**src/rtl/cv32e40p_xif_mem_arbiter.sv**
```systemverilog
// Round-robin arbiter sharing the OBI data port between the core LSU and a CORE-V-XIF
// memory interface; optional stall counters under CV32E40P_XMEM_ARB_STATS_EN.
module cv32e40p_xif_mem_arbiter #(
    parameter int unsigned MAX_OUTSTANDING = 2,
    parameter int unsigned ID_WIDTH        = 4
) (
    input  logic                clk_i,
    input  logic                rst_ni,

    input  logic                core_req_i,
    output logic                core_gnt_o,
    output logic                core_rvalid_o,
    input  logic                core_we_i,
    input  logic [3:0]          core_be_i,
    input  logic [31:0]         core_addr_i,
    input  logic [31:0]         core_wdata_i,
    output logic [31:0]         core_rdata_o,

    input  logic                xmem_valid_i,
    output logic                xmem_ready_o,
    input  logic                xmem_we_i,
    input  logic [3:0]          xmem_be_i,
    input  logic [31:0]         xmem_addr_i,
    input  logic [31:0]         xmem_wdata_i,
    input  logic [ID_WIDTH-1:0] xmem_id_i,
    output logic                xmem_result_valid_o,
    output logic [31:0]         xmem_result_rdata_o,
    output logic [ID_WIDTH-1:0] xmem_result_id_o,

    output logic                data_req_o,
    input  logic                data_gnt_i,
    input  logic                data_rvalid_i,
    output logic                data_we_o,
    output logic [3:0]          data_be_o,
    output logic [31:0]         data_addr_o,
    output logic [31:0]         data_wdata_o,
    input  logic [31:0]         data_rdata_i,

    output logic [31:0]         conflict_core_o,
    output logic [31:0]         conflict_xif_o
);

    typedef enum logic {SrcCore = 1'b0, SrcXif = 1'b1} src_e;

    localparam int unsigned PtrW = (MAX_OUTSTANDING > 1) ? $clog2(MAX_OUTSTANDING) : 1;
    localparam int unsigned CntW = $clog2(MAX_OUTSTANDING + 1);
    localparam logic [CntW-1:0] MaxCnt  = CntW'(MAX_OUTSTANDING);
    localparam logic [PtrW-1:0] LastPtr = PtrW'(MAX_OUTSTANDING - 1);

    src_e                r_rr_last;
    src_e                r_lock_src;
    logic                r_lock;
    src_e                r_fifo_src [MAX_OUTSTANDING];
    logic [ID_WIDTH-1:0] r_fifo_id  [MAX_OUTSTANDING];
    logic [PtrW-1:0]     r_wptr;
    logic [PtrW-1:0]     r_rptr;
    logic [CntW-1:0]     r_count;

    src_e                w_sel;
    src_e                w_head_src;
    logic                w_sel_req;
    logic                w_full;
    logic                w_accept;
    logic                w_pop;

    // A granted-pending request stays selected until it is accepted.
    always_comb begin
        w_sel = SrcCore;
        if (r_lock) begin
            w_sel = r_lock_src;
        end else if (core_req_i && xmem_valid_i) begin
            w_sel = (r_rr_last == SrcXif) ? SrcCore : SrcXif;
        end else if (xmem_valid_i) begin
            w_sel = SrcXif;
        end
    end

    assign w_full       = (r_count == MaxCnt);
    assign w_sel_req    = (w_sel == SrcCore) ? core_req_i : xmem_valid_i;
    assign data_req_o   = w_sel_req & ~w_full;
    assign w_accept     = data_req_o & data_gnt_i;
    assign core_gnt_o   = w_accept & (w_sel == SrcCore);
    assign xmem_ready_o = w_accept & (w_sel == SrcXif);

    always_comb begin
        data_we_o    = 1'b0;
        data_be_o    = '0;
        data_addr_o  = '0;
        data_wdata_o = '0;
        if (data_req_o) begin
            if (w_sel == SrcCore) begin
                data_we_o    = core_we_i;
                data_be_o    = core_be_i;
                data_addr_o  = core_addr_i;
                data_wdata_o = core_wdata_i;
            end else begin
                data_we_o    = xmem_we_i;
                data_be_o    = xmem_be_i;
                data_addr_o  = xmem_addr_i;
                data_wdata_o = xmem_wdata_i;
            end
        end
    end

    // Responses come back in order; stray rvalid with nothing outstanding is dropped.
    assign w_pop      = data_rvalid_i & (r_count != '0);
    assign w_head_src = r_fifo_src[r_rptr];

    assign core_rvalid_o       = w_pop & (w_head_src == SrcCore);
    assign core_rdata_o        = core_rvalid_o ? data_rdata_i : '0;
    assign xmem_result_valid_o = w_pop & (w_head_src == SrcXif);
    assign xmem_result_rdata_o = xmem_result_valid_o ? data_rdata_i : '0;
    assign xmem_result_id_o    = xmem_result_valid_o ? r_fifo_id[r_rptr] : '0;

    always_ff @(posedge clk_i or negedge rst_ni) begin
        if (!rst_ni) begin
            r_lock     <= 1'b0;
            r_lock_src <= SrcCore;
            r_rr_last  <= SrcXif;
            r_wptr     <= '0;
            r_rptr     <= '0;
            r_count    <= '0;
            for (int i = 0; i < int'(MAX_OUTSTANDING); i++) begin
                r_fifo_src[i] <= SrcCore;
                r_fifo_id[i]  <= '0;
            end
        end else begin
            r_lock <= data_req_o & ~data_gnt_i;
            if (data_req_o) begin
                r_lock_src <= w_sel;
            end
            if (w_accept) begin
                r_rr_last          <= w_sel;
                r_fifo_src[r_wptr] <= w_sel;
                r_fifo_id[r_wptr]  <= (w_sel == SrcXif) ? xmem_id_i : '0;
                r_wptr             <= (r_wptr == LastPtr) ? '0 : r_wptr + 1'b1;
            end
            if (w_pop) begin
                r_rptr <= (r_rptr == LastPtr) ? '0 : r_rptr + 1'b1;
            end
            case ({w_accept, w_pop})
                2'b10:   r_count <= r_count + 1'b1;
                2'b01:   r_count <= r_count - 1'b1;
                default: r_count <= r_count;
            endcase
        end
    end

`ifdef CV32E40P_XMEM_ARB_STATS_EN
    logic [31:0] r_conflict_core;
    logic [31:0] r_conflict_xif;
    logic        w_core_blocked;
    logic        w_xif_blocked;

    assign w_core_blocked = core_req_i & (w_sel == SrcXif);
    assign w_xif_blocked  = xmem_valid_i & (w_sel == SrcCore);

    always_ff @(posedge clk_i or negedge rst_ni) begin
        if (!rst_ni) begin
            r_conflict_core <= '0;
            r_conflict_xif  <= '0;
        end else begin
            if (w_core_blocked && (r_conflict_core != '1)) begin
                r_conflict_core <= r_conflict_core + 1'b1;
            end
            if (w_xif_blocked && (r_conflict_xif != '1)) begin
                r_conflict_xif <= r_conflict_xif + 1'b1;
            end
        end
    end

    assign conflict_core_o = r_conflict_core;
    assign conflict_xif_o  = r_conflict_xif;
`else
    assign conflict_core_o = 32'h0;
    assign conflict_xif_o  = 32'h0;
`endif

    a_rvalid_outstanding: assert property (
        @(posedge clk_i) disable iff (!rst_ni) data_rvalid_i |-> (r_count != '0)
    ) else $warning("data_rvalid_i with no outstanding transaction");

endmodule
```
**config.mk**
```make
export PLATFORM = sky130hd
export DESIGN_NAME = cv32e40p_xif_mem_arbiter
export DESIGN_NICKNAME = d
export VERILOG_FILES = /design/src/rtl/cv32e40p_xif_mem_arbiter.sv
export SDC_FILE = /design/constraint.sdc
export NUM_CORES = 1
export LEC_CHECK = 0
export BUFFER_PORTS_ARGS = -buffer_cell sky130_fd_sc_hd__buf_2
export CORE_AREA = 5 5 147 149
export DETAILED_ROUTE_END_ITERATION = 7
export DIE_AREA = 0 0 152 154
export GPL_TIMING_DRIVEN = 0
export HOLD_SLACK_MARGIN = 0.05
export PLACE_DENSITY = 0.45
export REMOVE_ABC_BUFFERS = 1
export SLEW_MARGIN = 15
export SYNTH_ARGS = -nofsm -noshare
export SYNTH_HDL_FRONTEND = slang
export SYNTH_SLANG_ARGS = --single-unit
export TNS_END_PERCENT = 1
```
**constraint.sdc**
```tcl
create_clock -name clk_i -period 1.9 [get_ports clk_i]
set_input_delay 0.38 -clock clk_i [delete_from_list [all_inputs] [get_ports clk_i]]
set_output_delay 0.38 -clock clk_i [all_outputs]
set_load 0.01 [all_outputs]
```
* After elaboration in Yosys (flattened, before gate mapping)
Cells that the tools add are included.
** Word-level totals
- Input bits :: 180
- Logic and storage cells :: 70
- Flip-flop bits (word level) :: 17
- Output and inout bits :: 206
** Operators by class
- Equality and inequality tests :: 3
- Mux-type cells :: 32
- Reductions and logical operators :: 4
- Add/sub/neg operators :: 4
- Order comparisons :: 3
- Bitwise operators :: 14
** Operator list (number)
- 2-to-1 mux 32 bit :: 6
- 2-to-1 mux 4 bit :: 8
- 2-to-1 mux 1 bit :: 13
- bitwise AND 1 bit :: 8
- bitwise mux 8 bit :: 1
- demux 4 bit (select 1 bit) :: 1
- equality test 2 bit (second input constant) :: 2
- >= comparator 2 bit (second input constant) :: 2
- NOT 1 bit :: 4
- NOT 1 -> 2 bit :: 2
- case mux 2 bit (2 select lines) :: 1
- nonzero test 2 bit :: 2
- adder 1 bit (second input constant) :: 2
- adder 2 x 1 -> 2 bit (second input constant) :: 1
- bitwise mux 2 bit :: 1
- equality test 2 x 1 -> 1 bit (second input constant) :: 1
- logical AND 1 bit :: 2
- less-than comparator 2 x 1 -> 1 bit (second input constant) :: 1
- subtractor 2 x 1 -> 2 bit (second input constant) :: 1
- demux 1 bit (select 1 bit) :: 1

* Depth between registers and ports, before layout
- Depth after elaboration :: 8
- Mapped depth :: 8

* Worst setup path before layout
No wires, ideal clock.
- Kind :: reg2out
- From :: register r_rr_last
- To :: output port data_wdata_o[21]
- Required time :: 1520 ps
- Cell stages (with the launch flop) :: 7
- Arrival time :: 1439 ps
- Setup slack :: 81 ps
- Path through :: dfstp_2 > nand2_1 > a21oi_2 > buf_4 > buf_4 > nand3_1 > a21oi_1
** Between the ends
- Longest elaborated chain between the ends :: 6
** Ends and longest elaborated chain
- start, declared :: RTL line 50 : src_e r_rr_last;
- start signal, assigned :: RTL line 119 : r_rr_last <= SrcXif;
- start signal, assigned :: RTL line 133 : r_rr_last <= w_sel;
- 2-to-1 mux 1 bit (*) :: RTL line 72 : w_sel = (r_rr_last == SrcXif) ? SrcCore : SrcXif;
- 2-to-1 mux 1 bit (*) :: RTL line 71 : end else if (core_req_i && xmem_valid_i) begin
- 2-to-1 mux 1 bit (*) :: RTL line 69 : if (r_lock) begin
- 2-to-1 mux 1 bit :: RTL line 79 : assign w_sel_req = (w_sel == SrcCore) ? core_req_i : xmem_valid_i;
- bitwise AND 1 bit :: RTL line 80 : assign data_req_o = w_sel_req & ~w_full;
- 2-to-1 mux 32 bit (*) :: RTL line 90 : if (data_req_o) begin
- end, declared :: RTL line 36 : output logic [31:0] data_wdata_o,
Every way passes the cells marked *; elsewhere a longest branch is shown, timed or not.

* Final worst setup path
- From :: register r_rr_last
- To :: output port data_addr_o[12]
** Between the ends
- Longest elaborated chain between the ends :: 6
** Ends and longest elaborated chain
- 2-to-1 mux 1 bit (*) :: RTL line 72
- 2-to-1 mux 1 bit (*) :: RTL line 71
- 2-to-1 mux 1 bit (*) :: RTL line 69
- 2-to-1 mux 1 bit :: RTL line 79
- bitwise AND 1 bit :: RTL line 80
- 2-to-1 mux 32 bit (*) :: RTL line 90
- end, declared :: RTL line 35 : output logic [31:0] data_addr_o,
Marks and branches as above.

==> reports/results.txt <==
via/cell ratio -> 4.09
HP Class -> input pin to async pin
ANT cells -> 0
Root Buffer -> clkbuf_16
ys flop type -> dfrtp_1
setup violators final -> 142
kind of end point of the critical path -> primary output
Cell Area, Synth -> 0.00291 sq mm
minimum clock period -> 2.30 ns
Nets -> 947
Clk Latency, worst-skew pair -> 0.25 ns
Avg Cell Area, Syn -> 6.39 sq um
P&R area growth vs syn -> 76.9%
CTS sink count -> 17
CP required -> 1.52 ns
placed wire-length estimate -> 11.7 mm
Rows -> 52
Slew Viols, Final -> 0
GRT met3 Usage -> 2.33%
final hold vios -> 0
clock slew at reported path FFs -> 0.05 ns
fraction of registers with async set/reset -> 100%
first-pass GRT wire length -> 23.7 mm
f_max -> 436 MHz
Routed wire per std cell -> 15.1 um
Cells after DPL -> 1009
DR iter-0 viols -> 182
Die Height -> 154 um
RSZ-0062 raised after global routing -> true
Setup crit start kind -> flop
die area -> 0.0234 sq mm
Total Wirelength -> 15.6 mm
clk buf depth -> 2
GR Util met1 -> 13.4%
met2 Use GR -> 23.5%
CTS buffer count -> 3
via count -> 4228
Post-CTS Hold Buffers -> 0
H-tree depth -> 1
Global Route Usage Sum -> 12.2%
status -> finished, violations left
CP Max Fanout -> 7
power density cells -> 1250 mW/mm^2
grt ovf -> 0
number of synthesized flops with an enable pin -> 0
Critical Path AT -> 1.92 ns
Cells after Synth -> 455
crit path kind -> flop to primary output
share of post-route cells with drive strength above 1 -> 54.1%
violated checks -> setup timing
clock skew -> 0.00528 ns
Distinct cells, synth -> 35
die width -> 152 um
final worst setup slack -> -0.395 ns
Static Leakage -> 2.93 nW
CTS tree -> done
most used routing layer in global routing -> met2
PortBufs -> 321
first-pass detailed-route iteration total -> 4
commonest cells after routing, fill and taps aside -> 318 x buf_2, 72 x nand2_1, 64 x nand3_1, 64 x conb_1, 41 x a21oi_1
DRC viols -> 0
Final period util -> 121%
vias in the first global route -> 4407
Starting Density -> 14.5%
DP Area -> 0.00458 sq mm
synthesized flop and latch total -> 17
core area -> 0.0200 sq mm
Max Cap Viol -> 0
commonest non-fill, non-tap cell in the layout -> buf_2
GP Congestion -> 0.807
sequential-to-total area share from yosys stat -> 14.7%
largest net degree at the start of global routing -> 76
Final ANT Viol Nets -> 0
I/O Pins -> 386
Syn. warnings -> 0
Post-Layout Cell Count -> 1035
maximum VDD drop -> 0.629 mV
fin area -> 0.00514 sq mm
initial antenna violation count -> 0
-- critical path, cell delays in order, from the launching register on --
cell and delay (ns):
dfstp_2 0.55, nand2_4 0.06, a21oi_4 0.19, clkbuf_16 0.17, buf_16 0.13, buf_16 0.14, nand3_4 0.08, a21oi_4 0.20
buf_6 0.13
-- stage by stage --
step	TNS [ns]	utilization (%)	worst slack, ns	hold WS [ns]	power (mW)
CTS	-42.69	24.8	-0.440	0.0659	6.34
finish	-38.16	25.7	-0.395	0.0547	6.43
detailed placement	-96.42	22.9	-1.21	0.330	5.25
global placement	-285.83	22.1	-3.49	0.327	4.57
floorplan	-76.69	-	-0.950	0.0844	3.11
global route	-50.40	25.7	-0.464	0.0884	6.98
-- per-layer routing --
layer	share of wire, %	routed length (um)
met1	37	5780
met2	53	8270
met3	8.1	1260
met4	1.7	272
met5	0	0
-- repair_timing --
| item | 4_1_cts | 5_1_grt |
|---|---|---|
| setup endpoints to repair | 155 | 144 |
| gates cloned | 6 | 0 |
| setup buffers | 14 | 3 |
| pin swaps | 38 | 40 |
| gates resized for setup | 22 | 45 |
-- cell type report --
cell class,instances,area (sq um)
Tap cell,270,338
Sequential cell,17,430
Timing Repair inverter,1,7.51
Timing Repair Buffer,345,1980
Inverter,3,15.0
Multi-Input combinational cell,395,2290
Clock buffer,4,78.8
Fill cell,2279,14900
-- cells by family after synthesis --
logic type               synth area share [%]
XOR/XNOR                                 1.51
AO/OA/AOI/OAI                            13.5
buffers and inverters                    23.3
AND/OR/NAND/NOR                          41.5
flip-flops                               14.7
adder cells (fa/ha/maj)                 0.430
multiplexers                             4.99
other                                   0.129
-- where the power goes --
group,switching (mW),internal (mW)
Combinational,3.02,2.27
Clock,0.140,0.285
Sequential,0.167,0.545
Total,3.33,3.11
-- cells in the mapped netlist (2+ instances only) --
| master | instances | area (sq um) |
|---|---|---|
| nand2_1 | 75 | 282 |
| a22o_1 | 2 | 17.5 |
| nand4_1 | 2 | 12.5 |
| buf_2 | 8 | 40.0 |
| nand3_1 | 71 | 355 |
| nor3_1 | 2 | 10.0 |
| nor2_1 | 7 | 26.3 |
| mux2_2 | 8 | 90.1 |
| a21oi_1 | 69 | 345 |
| clkbuf_1 | 26 | 97.6 |
| o21ai_0 | 2 | 10.0 |
| inv_1 | 2 | 7.51 |
| and3_1 | 32 | 200 |
| dfrtp_1 | 16 | 400 |
| xnor2_1 | 4 | 35.0 |
| and2_1 | 38 | 238 |
| clkbuf_2 | 2 | 10.0 |
| buf_4 | 69 | 518 |
| mux2i_1 | 4 | 40.0 |
-- path summary, 6_finish.rpt --
path,from,endpoint,slack [ns],depth (start not counted)
setup / recovery,r_rr_last$_DFFE_PN1N_,data_addr_o[12],-0.40,8
hold / removal,rst_ni,r_fifo_src[1]$_DFFE_PN0P_,0.05,1
setup reg to reg,r_lock$_DFF_PN0_,r_count[1]$_DFFE_PN0P_,0,7
hold reg to reg,r_rr_last$_DFFE_PN1N_,r_rr_last$_DFFE_PN1N_,0.48,2
max in group asynchronous,rst_ni,r_rr_last$_DFFE_PN1N_,1.53,1
min in group clk_i,r_rr_last$_DFFE_PN1N_,r_rr_last$_DFFE_PN1N_,0.48,2
-- flip-flops by register name (all words and copies together) (netlist names) --
register and count:
r_lock 1, r_rptr 1, r_count 2, r_rr_last 1
r_lock_src 1, r_wptr 1, r_fifo_src 2, r_fifo_id 8
No activity file was read; power rests on OpenSTA's default activity.
